===== src/rtl/npc_bus_pkg.sv =====
// Shared definitions for the core memory-port arbiter: FSM encoding,
// master IDs and default bus widths.
package npc_bus_pkg;

  localparam int unsigned AW_DEF = 32;
  localparam int unsigned DW_DEF = 32;

  localparam logic MID_IFU = 1'b0;
  localparam logic MID_LSU = 1'b1;

  typedef enum logic [1:0] {
    ST_IDLE = 2'd0,
    ST_REQ  = 2'd1,
    ST_RESP = 2'd2
  } state_e;

endpackage


===== src/rtl/npc_rr_pick.sv =====
// Two-way combinational winner selection: round-robin on last_grant,
// or fixed LSU priority on a tie.
module npc_rr_pick
  import npc_bus_pkg::*;
(
  input  logic [1:0] req,
  input  logic       last_grant,
  input  logic       lsu_prio,
  output logic [1:0] gnt_c,
  output logic       id_c
);

  always_comb begin
    id_c  = MID_IFU;
    gnt_c = 2'b00;
    if (req == 2'b11) begin
      id_c = lsu_prio ? MID_LSU : ~last_grant;
    end else if (req[1]) begin
      id_c = MID_LSU;
    end
    if (|req) begin
      gnt_c = (id_c == MID_LSU) ? 2'b10 : 2'b01;
    end
  end

endmodule


===== src/rtl/npc_mem_arbiter.sv =====
// Non-pipelined arbiter sharing one memory port between IFU (M0) and LSU (M1);
// one transaction in flight, response routed only to the owning master.
module npc_mem_arbiter
  import npc_bus_pkg::*;
#(
  parameter int unsigned AW       = AW_DEF,
  parameter int unsigned DW       = DW_DEF,
  parameter int unsigned LSU_PRIO = 0
) (
  input  logic              clk,
  input  logic              reset,
  input  logic              m0_req_valid,
  output logic              m0_req_ready,
  input  logic [AW-1:0]     m0_addr,
  input  logic              m0_wen,
  input  logic [DW-1:0]     m0_wdata,
  input  logic [DW/8-1:0]   m0_wstrb,
  output logic              m0_resp_valid,
  input  logic              m0_resp_ready,
  output logic [DW-1:0]     m0_rdata,
  output logic              m0_resp_err,
  input  logic              m1_req_valid,
  output logic              m1_req_ready,
  input  logic [AW-1:0]     m1_addr,
  input  logic              m1_wen,
  input  logic [DW-1:0]     m1_wdata,
  input  logic [DW/8-1:0]   m1_wstrb,
  output logic              m1_resp_valid,
  input  logic              m1_resp_ready,
  output logic [DW-1:0]     m1_rdata,
  output logic              m1_resp_err,
  output logic              s_req_valid,
  input  logic              s_req_ready,
  output logic [AW-1:0]     s_addr,
  output logic              s_wen,
  output logic [DW-1:0]     s_wdata,
  output logic [DW/8-1:0]   s_wstrb,
  input  logic              s_resp_valid,
  output logic              s_resp_ready,
  input  logic [DW-1:0]     s_rdata,
  input  logic              s_resp_err
);

  localparam int unsigned SW = DW / 8;

  state_e          state_q, state_d;
  logic            owner_q, owner_d;
  logic            last_grant_q, last_grant_d;
  logic [AW-1:0]   addr_q, addr_d;
  logic            wen_q, wen_d;
  logic [DW-1:0]   wdata_q, wdata_d;
  logic [SW-1:0]   wstrb_q, wstrb_d;

  logic [1:0]      gnt;
  logic            pick_id;
  logic            owner_ready;

  npc_rr_pick u_pick (
    .req        ({m1_req_valid, m0_req_valid}),
    .last_grant (last_grant_q),
    .lsu_prio   (LSU_PRIO != 0),
    .gnt_c      (gnt),
    .id_c       (pick_id)
  );

  always_ff @(posedge clk or posedge reset) begin
    if (reset) begin
      state_q      <= ST_IDLE;
      owner_q      <= MID_IFU;
      last_grant_q <= MID_LSU;
      addr_q       <= '0;
      wen_q        <= 1'b0;
      wdata_q      <= '0;
      wstrb_q      <= '0;
    end else begin
      state_q      <= state_d;
      owner_q      <= owner_d;
      last_grant_q <= last_grant_d;
      addr_q       <= addr_d;
      wen_q        <= wen_d;
      wdata_q      <= wdata_d;
      wstrb_q      <= wstrb_d;
    end
  end

  // Next-state, request capture and response routing.
  always_comb begin
    state_d       = state_q;
    owner_d       = owner_q;
    last_grant_d  = last_grant_q;
    addr_d        = addr_q;
    wen_d         = wen_q;
    wdata_d       = wdata_q;
    wstrb_d       = wstrb_q;
    owner_ready   = 1'b0;
    m0_req_ready  = 1'b0;
    m1_req_ready  = 1'b0;
    s_req_valid   = 1'b0;
    s_resp_ready  = 1'b0;
    m0_resp_valid = 1'b0;
    m0_rdata      = '0;
    m0_resp_err   = 1'b0;
    m1_resp_valid = 1'b0;
    m1_rdata      = '0;
    m1_resp_err   = 1'b0;

    case (state_q)
      ST_IDLE: begin
        // Ready is held off while reset is asserted so no handshake is seen.
        if (!reset && (|gnt)) begin
          m0_req_ready = gnt[0];
          m1_req_ready = gnt[1];
          owner_d      = pick_id;
          addr_d       = (pick_id == MID_LSU) ? m1_addr  : m0_addr;
          wen_d        = (pick_id == MID_LSU) ? m1_wen   : m0_wen;
          wdata_d      = (pick_id == MID_LSU) ? m1_wdata : m0_wdata;
          wstrb_d      = (pick_id == MID_LSU) ? m1_wstrb : m0_wstrb;
          state_d      = ST_REQ;
        end
      end
      ST_REQ: begin
        s_req_valid = 1'b1;
        if (s_req_ready) begin
          state_d = ST_RESP;
        end
      end
      ST_RESP: begin
        owner_ready  = (owner_q == MID_LSU) ? m1_resp_ready : m0_resp_ready;
        s_resp_ready = owner_ready;
        if (owner_q == MID_LSU) begin
          m1_resp_valid = s_resp_valid;
          m1_rdata      = s_rdata;
          m1_resp_err   = s_resp_err;
        end else begin
          m0_resp_valid = s_resp_valid;
          m0_rdata      = s_rdata;
          m0_resp_err   = s_resp_err;
        end
        if (s_resp_valid && owner_ready) begin
          last_grant_d = owner_q;
          state_d      = ST_IDLE;
        end
      end
      default: begin
        state_d = ST_IDLE;
      end
    endcase
  end

  assign s_addr  = addr_q;
  assign s_wen   = wen_q;
  assign s_wdata = wdata_q;
  assign s_wstrb = wstrb_q;

endmodule


===== config.mk =====
export PLATFORM = sky130hd
export DESIGN_NAME = npc_mem_arbiter
export DESIGN_NICKNAME = d
export VERILOG_FILES = /design/src/rtl/npc_bus_pkg.sv /design/src/rtl/npc_rr_pick.sv /design/src/rtl/npc_mem_arbiter.sv
export SDC_FILE = /design/constraint.sdc
export NUM_CORES = 1
export LEC_CHECK = 0
export CAP_MARGIN = 20
export CORE_AREA = 5 5 122 124
export CTS_BUF_LIST = sky130_fd_sc_hd__clkbuf_16
export CTS_CLUSTER_DIAMETER = 50
export CTS_CLUSTER_SIZE = 10
export DETAILED_ROUTE_END_ITERATION = 6
export DIE_AREA = 0 0 127 129
export PLACE_DENSITY = 0.79
export SLEW_MARGIN = 15
export SYNTH_ARGS = -nofsm -noshare
export SYNTH_HDL_FRONTEND = slang
export SYNTH_SLANG_ARGS = --single-unit
export TNS_END_PERCENT = 50

===== constraint.sdc =====
create_clock -name clk -period 2.5 [get_ports clk]
set_clock_uncertainty 0.05 [all_clocks]
set_input_delay 0.375 -clock clk [delete_from_list [all_inputs] [get_ports clk]]
set_output_delay 0.375 -clock clk [all_outputs]
set_load 0.005 [all_outputs]

# Yosys cells after proc, flatten, opt, wreduce, memory -nomap -nowiden
# Index checks and enable logic that the tools add are counted.
[word_totals]
regBits = 73
latch_bits = 0
ram_bits = 0
romBits = 0
in_bits = 179
out_inout_bits = 141
word_cells = 54
memories = 0
[op_classes]
addsub = 0
mul = 0
div_mod_pow = 0
order_cmp = 0
eq_ne = 6
shift = 0
n_mux = 31
n_bitwise = 1
reduce_logical = 9
[ops]
columns = ["op", "n"]
rows = [
  ["two-way mux 32 bit", 6],
  ["two-way mux 1 bit", 18],
  ["two-way mux 2 bit", 5],
  ["!= test 2 bit (second input constant)", 3],
  ["one-hot mux 2 bit (3 select lines)", 1],
  ["equality test 2 bit (second input constant)", 2],
  ["two-way mux 4 bit", 1],
  ["AND reduction 2 bit", 2],
  ["OR reduction 2 bit", 2],
  ["AND reduction 3 bit", 1],
  ["equality test 2 x 1 -> 1 bit (second input constant)", 1],
  ["logical AND 1 bit", 2],
  ["zero test 2 bit", 1],
  ["zero test 1 bit", 1],
  ["NOT 1 bit", 1],
]

# Longest topological paths before layout
# Gate-level depths: netlist (run 1).
[logic_depth]
ltp_word = 8
mapped_depth = 6
mapped_depth_nobuf = 3

# Hierarchy
# A second synthesis (run 1) with hierarchy kept.
[hier_totals]
hier_cells = 325
area_unflattened_um2 = 4154.0
[by_module_without_submodules]
columns = ["mod", "n_inst", "cells_each", "area_per_inst_um2"]
rows = [
  ["npc_mem_arbiter", 1, 320, 4119.0],
  ["npc_rr_pick", 1, 5, 35.0],
]

# Worst setup path before layout (run 1)
# No wires, ideal clock.
[synth_timing]
path_kind = "register to output"
startpoint = "register state_q[1]"
endpoint = "output m0_req_ready"
t_arrival_ps = 1237
required_ps = 2075
setup_slack_ps = 838
path_stages_with_launch = 5
n_path_buf = 2
cell_sequence = "dfrtp_1 or3_1 buf_2 buf_6 nor3b_2"
[synth_via]
elab_chain_len = 2
[synth_lines]
columns = ["element", "line_no", "source"]
rows = [
  ["start: declaration", "npc_mem_arbiter.sv:46", "state_e state_q, state_d;"],
  ["start signal: assignment", "npc_mem_arbiter.sv:76", "state_q <= state_d;"],
  ["zero test 2 bit", "npc_mem_arbiter.sv:107", "case (state_q)"],
  ["two-way mux 1 bit", "npc_mem_arbiter.sv:107", ""],
  ["end: declaration", "npc_mem_arbiter.sv:13", "output logic m0_req_ready,"],
]
# No other way between the ends.

# Worst setup path in the final report (run 1)
[layout_timing]
startpoint = "register state_q[0]"
endpoint = "output m0_rdata[9]"
[layout_via]
elab_chain_len = 2
[layout_lines]
columns = ["element", "line_no", "source"]
rows = [
  ["equality test 2 bit", "npc_mem_arbiter.sv:107", ""],
  ["two-way mux 32 bit", "npc_mem_arbiter.sv:107", ""],
  ["end: declaration", "npc_mem_arbiter.sv:20", "output logic [DW-1:0] m0_rdata,"],
]
# No other way between the ends.

==> flow_summary.yaml, run 1 <==
power_and_ir_drop:
  power.share.sequential: 0.299
  ir_worst_vdd_uv: 402.0
  swShare: 0.3085
  pwr-share-comb: 0.489
  pwr-share-clk: 0.212
  internal_power_uw: 4875
  power_density_mw_per_mm2: 923.7
  p_leak_uw: 0.003088
  p_sw_uw: 2175
sta:
  fin_tns_setup_ps: 0
  max-slew-margin-rel: 0.4823
  timing.final.ws_setup_ps: 109.2
  min_period_over_period: 0.9563
  setup_viol: 0
  tightest_slew_ps: 776.5
  finalMaxSlewViolations: 0
  max_freq_mhz: 418.3
  fin_crit_ps: 2391
  hold_viol: 0
  rsz0062_at_grt: "false"
clock_network:
  clock_sinks: 73
  worstSkewPairLatency_ps: 330
  cts-buffers-inserted: 9
  cts_setup_buffers: 0
  cts_tree: "done"
  clkSlewWorstSetupHoldPaths_ps: 60
  root_buffer: "clkbuf_16"
  htree_num_levels: 3
  clockBufferDepth: 2
floorplan:
  rows: 43
  die_w_um: 127
  coreArea_mm2: 0.01367
  die_h_um: 129
  pin_count: 320
  initial_core_util: 0.2870
  dieArea_mm2: 0.01638
place:
  pre_cts_ws_ps: 46.32
  gp_congestion: 0.9188
  dpl-instance-area_mm2: 0.007246
  port_buffers: 319
  hpwl_mm: 12.84
logic_synthesis:
  yosysUniqueCellTypes: 24
  syn_area_mm2: 0.003923
  postSynthCellCount: 415
  synth_seq_cells: 73
  synth_nets: 594
  async_flop_share: 1.000
  synth_ff_type: "dfrtp_1"
  avgSynthCellArea_um2: 9.452
  synth-edff-count: 0
  yosysSeqAreaShare: 0.4660
  synth_warnings: 0
detailed_routing:
  wl_per_cell_um: 19.65
  vias: 4614
  wirelength_mm: 17.67
  drt_iter0_markers: 323
  vias_per_cell: 5.132
  drt-met1-wl_mm: 6.416
  met3_wirelength_mm: 2.038
  wl_met2_mm: 8.741
  dr.pass1.iters: 5
  top_layer_used: "met4"
  ant_nets: 0
  remaining_drc_errors: 0
status:
  status: "completed"
setup_path:
  critPathKind: "flip-flop to primary output"
  cp-start-kind: "flip-flop"
  crit_arrival_ps: 1970
  cp.required_ps: 2080
  critPathCaptureType: "primary output"
  worstPathMaxFanout: 17
grt:
  antenna_found_initial: 0
  grt_pass1_wl_mm: 26.48
  grt_pass1_vias: 4907
  grt_overflow: 0
  grtUsageTotal: 0.2037
  grt_max_degree: 70
hold_path:
  hp-class: "primary input to flip-flop"
layout:
  syn2layout_area_growth_pct: 94.58
  n_fill_cell: 1191
  final_common_cell: "clkdlybuf4s50_1"
  final_cell_mix: "clkdlybuf4s50_1 (317), dfrtp_1 (72), nor3_1 (70), nand2_1 (70), a221o_1 (69)"
  final_layout_size_suffix_gt1_frac: 0.05702
  antennaDiodeCount: 0
  fin_area_mm2: 0.007632
  fin_nets: 893
run:
  max_cap_viol_count: 0
-- worst paths after layout --
| kind | from | slack, ps | cells after the start | to |
|---|---|---|---|---|
| max in group asynchronous | reset | 1270 | 4 | s_addr[9] |
| hold reg to reg | s_addr[26] | 460 | 1 | s_addr[26] |
| setup reg to reg | state_q[1] | 540 | 4 | s_addr[1] |
| min in group asynchronous | reset | 500 | 3 | s_wstrb[0] |
| hold / removal | m0_req_valid | 450 | 3 | owner_q |
| setup / recovery | state_q[0] | 110 | 5 | m0_rdata[9] |
-- timing repair --
action                     4_1_cts  5_1_grt
hold buffers                     0        0
resized for setup                0       12
setup endpoints to repair        0       69
-- layout make-up --
cell class	instances	area, µm²	share of cell area
timing repair buffer	333	3341	0.4377
multi-input combinational	294	1882	0.2466
inverter	3	12.51	0.001639
clock buffer	9	225.2	0.02951
tap	180	225.2	0.02951
clock inverter	7	118.9	0.01557
sequential	73	1828	0.2395
-- stage by stage --
stage,std cells,total power (µW),util,hold WS (ps)
floorplan,415,3462,-,432.6
global placement,881,5415,0.5302,444.3
detailed placement,881,5517,0.5302,448.3
CTS,897,7039,0.5554,437.9
global route,899,7444,0.5585,475.2
finish,899,7050,0.5585,449.5
-- cells by family after synthesis --
group / synth area share
buf+inv: 0.06411
compound gates: 0.1821
mux: 0.005423
simple gates: 0.2823
flops: 0.4660
-- flip-flops by register name (all words and copies together) (netlist names) --
signal        flops
last_grant_q      1
owner_q           1
s_addr           32
s_wdata          32
s_wen             1
s_wstrb           4
state_q           2
-- power groups by stage --
| stage | clock, µW | sequential (µW) | combinational, µW |
|---|---|---|---|
| 2_1_floorplan | 0 | 2100 | 1360 |
| 3_3_place_gp | 0 | 2080 | 3330 |
| 3_5_place_dp | 0 | 2110 | 3410 |
| 4_1_cts | 1520 | 2100 | 3420 |
| 5_1_grt | 1580 | 2170 | 3690 |
| 6_report | 1500 | 2110 | 3450 |
-- synthesized netlist by cell type (2+ instances only) --
| library cell | count | area (µm²) |
|---|---|---|
| nor3_1 | 70 | 350.3 |
| nor2b_1 | 2 | 12.51 |
| and2_1 | 68 | 425.4 |
| buf_2 | 15 | 75.07 |
| a221o_1 | 69 | 690.7 |
| buf_6 | 7 | 78.83 |
| nand2b_1 | 2 | 12.51 |
| buf_1 | 3 | 11.26 |
| dfrtp_1 | 72 | 1802 |
| inv_1 | 3 | 11.26 |
| clkbuf_1 | 20 | 75.07 |
| nand2_1 | 70 | 262.8 |
| nor2_1 | 3 | 11.26 |
-- worst max-delay path: stages, from the launching register on --
cell,delay (ps)
dfrtp_1,410
nand2b_4,190
nor2_2,160
buf_4,220
and2_1,140
clkdlybuf4s50_1,510
-- layer usage --
metal,track usage,vias to the layer above
li1,-,2107
met1,0.2300,2200
met2,0.3465,276
met3,0.07929,31
met4,0.08265,0
met5,0,-
No activity file was read; power rests on OpenSTA's default activity.
==> run 2, diff against run 1 <==
==> constraint.sdc (replaced) <==
create_clock -name clk -period 2.5 [get_ports clk]
set_clock_uncertainty 0.05 [all_clocks]
set_input_delay 0.75 -clock clk [delete_from_list [all_inputs] [get_ports clk]]
set_output_delay 0.75 -clock clk [all_outputs]
set_load 0.005 [all_outputs]
==> flow_summary.yaml, run 2 (synthesized netlist as in run 1, its figures left out) <==
status:
  status: "finished with violations"
  violations: "negative setup slack"
floorplan:
  coreArea_mm2: 0.01367
  initial_core_util: 0.2870
  die_h_um: 129
  pin_count: 320
  die_w_um: 127
  dieArea_mm2: 0.01638
  rows: 43
layout:
  fin_nets: 921
  syn2layout_area_growth_pct: 98.18
  final_common_cell: "clkdlybuf4s50_1"
  final_layout_size_suffix_gt1_frac: 0.1124
  final_cell_mix: "clkdlybuf4s50_1 (239), dfrtp_1 (71), nand2_1 (70)"
sta:
  fin_crit_ps: 2575
  timing.final.ws_setup_ps: -74.93
  max_freq_mhz: 388.4
  fin_tns_setup_ps: -552.6
  setup_viol: 16
  tightest_slew_ps: 796.3
  max-slew-margin-rel: 0.4691
  finalMaxSlewViolations: 0
  hold_viol: 0
  rsz0062_at_grt: "true"
  min_period_over_period: 1.030
clock_network:
  cts-hold-fix-buffers: 0
  cts-buffers-inserted: 9
  htree_num_levels: 3
  cts_tree: "done"
  clockBufferDepth: 2
  worstSkewPairLatency_ps: 320
  clock_sinks: 73
  clkSlewWorstSetupHoldPaths_ps: 60
  root_buffer: "clkbuf_16"
place:
  hpwl_mm: 12.89
  gp_congestion: 0.9262
  port_buffers: 319
power_and_ir_drop:
  p_total_uw: 6932
  power_density_mw_per_mm2: 891.7
  p_leak_uw: 0.003633
  ir_worst_vdd_uv: 568.5
grt:
  gr-usage-met2: 0.3677
  grt_pass1_wl_mm: 27.34
  grt.busiest_layer: "met2"
  grt_overflow: 0
  globalRouteMet1Util: 0.2362
  grt_max_degree: 74
  met3_usage: 0.07472
  antenna_found_initial: 1
  grtUsageTotal: 0.2108
  grt_pass1_vias: 5060
detailed_routing:
  remaining_drc_errors: 0
  drt_iter0_markers: 285
  vias: 4710
  vias_per_cell: 5.075
  dr.pass1.iters: 4
  wl_per_cell_um: 19.66
  wirelength_mm: 18.25
  ant_nets: 0
setup_path:
  cpPeakStageDelay_ps: 420
  cp-start-kind: "flip-flop"
  crit_chain: "nand2b_4 > nor2_4 > buf_4 > buf_6 > buf_4 > and2_1 > dlymetal6s2s_1"
  worstPathMaxFanout: 6
  worstRegToRegCells: 14
  crit_family: "simple AND/OR/NAND/NOR gates"
  cp_num_buf_inv: 4
  critPathCaptureType: "primary output"
  crit_arrival_ps: 1770
  crit_slowest_cell: "dfrtp_1"
  cp.required_ps: 1700
  critPathKind: "flip-flop to primary output"
  reg2reg_slack_ps: 130
  timing.rr.start: "state_q[0]"
  crit_top_cell: "buf_4"
  r2r-end: "owner_q"
hold_path:
  hp-class: "flip-flop to flip-flop"
  min_path_cells: 1
  holdPathEnd: "s_wdata[7]"
  hold_start: "s_wdata[7]"
run:
  max_cap_viol_count: 0
run 2: stage by stage:
| step | hold slack (ps) | cell area (µm²) | instances | utilization | setup slack (ps) |
|---|---|---|---|---|---|
| 5_1_grt | 472.2 | 7774 | 928 | 0.5689 | -124.7 |
| 2_1_floorplan | 455.4 | 3926 | 415 | - | 147.8 |
| 3_3_place_gp | 444.6 | 7286 | 886 | 0.5331 | -650.6 |
| 3_5_place_dp | 447.5 | 7286 | 886 | 0.5331 | -639.5 |
| 4_1_cts | 466.2 | 7671 | 918 | 0.5613 | -189.2 |
| 6_report | 463.8 | 7774 | 928 | 0.5689 | -74.93 |
run 2: timing repair:
item,in CTS,in global routing
buffers inserted,14,9
setup endpoints to repair,71,33
cloned,2,2
resized for setup,94,50
pin swaps,2,4
endpoints found under the hold margin,0,0
run 2: worst max-delay path by stage:
stage | depth (start not counted) | start | slack [ps] | to
final | 7 | state_q[0] | -70 | m1_rdata[3]
after CTS | 6 | state_q[1] | -190 | m1_rdata[2]
after global routing | 8 | state_q[1] | -120 | m1_rdata[16]
after floorplan | 4 | reset | 150 | m0_req_ready
after global placement | 4 | reset | -650 | m0_req_ready
after detailed placement | 4 | reset | -640 | m0_req_ready
run 2: final cells by class:
cell class | count | area, µm²
Sequential cell | 73 | 1829
Tap cell | 180 | 225.2
Clock inverter | 7 | 53.80
Inverter | 3 | 15.01
Antenna cell | 1 | 2.502
Clock buffer | 9 | 225.2
Multi-Input combinational cell | 294 | 1918
Fill cell | 1172 | 5892
Timing Repair Buffer | 361 | 3505
run 2: metal layers:
layer,share of wire,vias up
li1,-,2154
met1,0.38,2256
met2,0.49,261
met3,0.095,39
met4,0.035,0
met5,0,-
run 2: where the power goes:
part	switching, µW	total (µW)	internal (µW)
clock	522	1200	679
sequential	348	2100	1750
combinational	1400	3630	2230
total	2270	6930	4660
==> run 3, diff against run 2 <==
Settings changed: CORE_AREA 5 5 122 124 to 5 5 120 122, DIE_AREA 0 0 127 129 to 0 0 125 127, PLACE_DENSITY 0.79 to 0.83, SYNTH_HIERARCHICAL set to 1.
==> flow_summary.yaml, run 3 <==
grt:
  grt_overflow: 0
  grt_max_degree: 74
  antenna_found_initial: 11
  grtUsageTotal: 0.2242
  grt_pass1_vias: 4847
  grt_pass1_wl_mm: 27.53
layout:
  fin_cells: 864
  syn2layout_area_growth_pct: 104.4
  final_common_cell: "clkdlybuf4s50_1"
  fin_nets: 851
  final_layout_size_suffix_gt1_frac: 0.4756
  n_fill_cell: 954
  final_cell_mix: "clkdlybuf4s50_1 (244), mux2_2 (127), dfrtp_1 (72)"
power_and_ir_drop:
  power_density_mw_per_mm2: 921.4
  ir_worst_vdd_uv: 464.8
  pwr-share-comb: 0.538
  pwr-share-clk: 0.188
  power.share.sequential: 0.275
  p_leak_uw: 0.003573
  p_sw_uw: 2229
  internal_power_uw: 5595
  swShare: 0.2849
  p_total_uw: 7825
logic_synthesis:
  synth_common_cells: "mux2_2 (127), dfrtp_1 (72), and2_1 (70)"
  postSynthCellCount: 325
  synth-edff-count: 0
  yosys.area_share.adder: 0
  avgSynthCellArea_um2: 12.78
  yosysSeqAreaShare: 0.4401
  yosysUniqueCellTypes: 22
  synth_top_family_by_area: "multiplexers"
  post_synth_main_area_contributors: "dfrtp_1 (43%), mux2_2 (34%), and2_1 (11%), mux2_4 (3.6%), buf_6 (1.9%)"
  syn_area_mm2: 0.004154
  synth_ff_type: "dfrtp_1"
  synth_nets: 504
  yosysMostFrequentCell: "mux2_2"
  synth_xor_area_frac: 0
  synth_mux_area_frac: 0.3910
  synth-compound-area-share: 0.008133
  async_flop_share: 1.000
  yosys.area_share.simple: 0.1247
  yosysTopAreaCell: "dfrtp_1"
  netlist.area_leader.share: 0.4337
  synth_seq_cells: 73
  synth_warnings: 6
detailed_routing:
  wirelength_mm: 18.72
  wl_per_cell_um: 21.67
  vias: 4122
  remaining_drc_errors: 0
  ant_nets: 0
  drt_iter0_markers: 121
  vias_per_cell: 4.771
  dr.pass1.iters: 4
sta:
  fin_crit_ps: 2632
  fin_tns_setup_ps: -2879
  min_period_over_period: 1.053
  max-slew-margin-rel: 0.6180
  finalMaxSlewViolations: 0
  timing.final.ws_setup_ps: -132.4
  rsz0062_at_grt: "true"
  max_freq_mhz: 379.9
  hold_viol: 0
  tightest_slew_ps: 573.0
  setup_viol: 42
setup_path:
  cp.required_ps: 1700
  cpPeakStageDelay_ps: 530
  critPathCaptureType: "primary output"
  crit_slowest_cell: "dfstp_2"
  crit_arrival_ps: 1830
  crit_chain: "nor2b_4 > buf_4 > a21oi_4 > nor2_2 > nor4_4 > buf_4 > and2_4 > buf_6"
  worstPathMaxFanout: 2
  cp-start-kind: "flip-flop"
  critPathKind: "flip-flop to primary output"
  crit_top_cell: "buf_4"
status:
  violations: "negative setup slack"
  status: "finished with violations"
place:
  hpwl_mm: 13.24
  port_buffers: 319
  pre_cts_ws_ps: -745.5
  gp_congestion: 0.8685
  dp.cells: 813
floorplan:
  pin_count: 320
  die_w_um: 125
  coreArea_mm2: 0.01309
  dieArea_mm2: 0.01588
  initial_core_util: 0.3175
  rows: 42
  die_h_um: 127
clock_network:
  cts_tree: "done"
  clkSlewWorstSetupHoldPaths_ps: 60
  cts-hold-fix-buffers: 0
  cts-buffers-inserted: 9
  worstSkewPairLatency_ps: 320
  clockBufferDepth: 2
  root_buffer: "clkbuf_16"
  htree_num_levels: 3
  clock_sinks: 73
hold_path:
  hp-class: "flip-flop to flip-flop"
run:
  max_cap_viol_count: 0
==> run 3: per-layer routing <==
metal	up-vias	GRT usage	wire, µm
li1	1833	-	-
met1	2002	0.2100	6056
met2	240	0.4065	10280
met3	47	0.06553	1299
met4	0	0.1798	1083
met5	-	0	0
==> run 3: layout make-up <==
class / count / area (µm²) / share of cell area
antenna: 11 / 27.53 / 0.003241
clock inverter: 7 / 117.6 / 0.01385
timing repair buffer: 357 / 3711 / 0.4370
inverter: 4 / 18.77 / 0.002210
clock buffer: 9 / 225.2 / 0.02652
tap: 176 / 220.2 / 0.02593
sequential: 73 / 1828 / 0.2153
multi-input combinational: 227 / 2344 / 0.2760
==> run 3: power groups by stage <==
stage / clock [µW] / sequential, µW / combinational (µW)
final: 1470 / 2150 / 4210
after detailed placement: 0 / 2150 / 3640
after global placement: 0 / 2110 / 3580
after floorplan: 0 / 2160 / 1360
after CTS: 1510 / 2150 / 4100
after global routing: 1570 / 2230 / 4430
==> run 3: final timing paths <==
kind	from	end	slack [ps]	cells after the start
max in group asynchronous	reset	last_grant_q	1360	3
hold / removal	s_addr[1]	s_addr[1]	450	1
setup reg to reg	last_grant_q	s_addr[2]	120	8
min in group asynchronous	reset	s_wstrb[1]	730	3
setup / recovery	last_grant_q	m1_req_ready	-130	8
hold reg to reg	s_addr[1]	s_addr[1]	450	1
==> run 3: per-stage QoR <==
stage          hold WS (ps)  area, µm²    util
6_report              452.9       8492  0.6490
5_1_grt               473.0       8492  0.6490
4_1_cts               458.7       8294  0.6339
3_5_place_dp          436.8       7619  0.5822
3_3_place_gp          423.1       7619  0.5822
2_1_floorplan         432.8       4158       -
==> run 3: cells by family (layout without fill, tap and decap cells) <==
logic type | after synthesis | after routing
compound gates | 5 | 5
mux | 141 | 141
buf+inv | 25 | 377
simple gates | 80 | 80
flops | 73 | 73
other cells | 1 | 12
==> run 3: repair_timing <==
action	in CTS	in global routing
resized for setup	327	73
pin swaps	24	19
setup endpoints to repair	141	138
cloned	7	0
buffers inserted	20	3
==> run 3: critical path, delay by kind of cell, from the launching register on <==
kind	cells	cell delay (ps)
flops	1	530
compound gates	1	60
simple gates	4	510
buf+inv	3	420
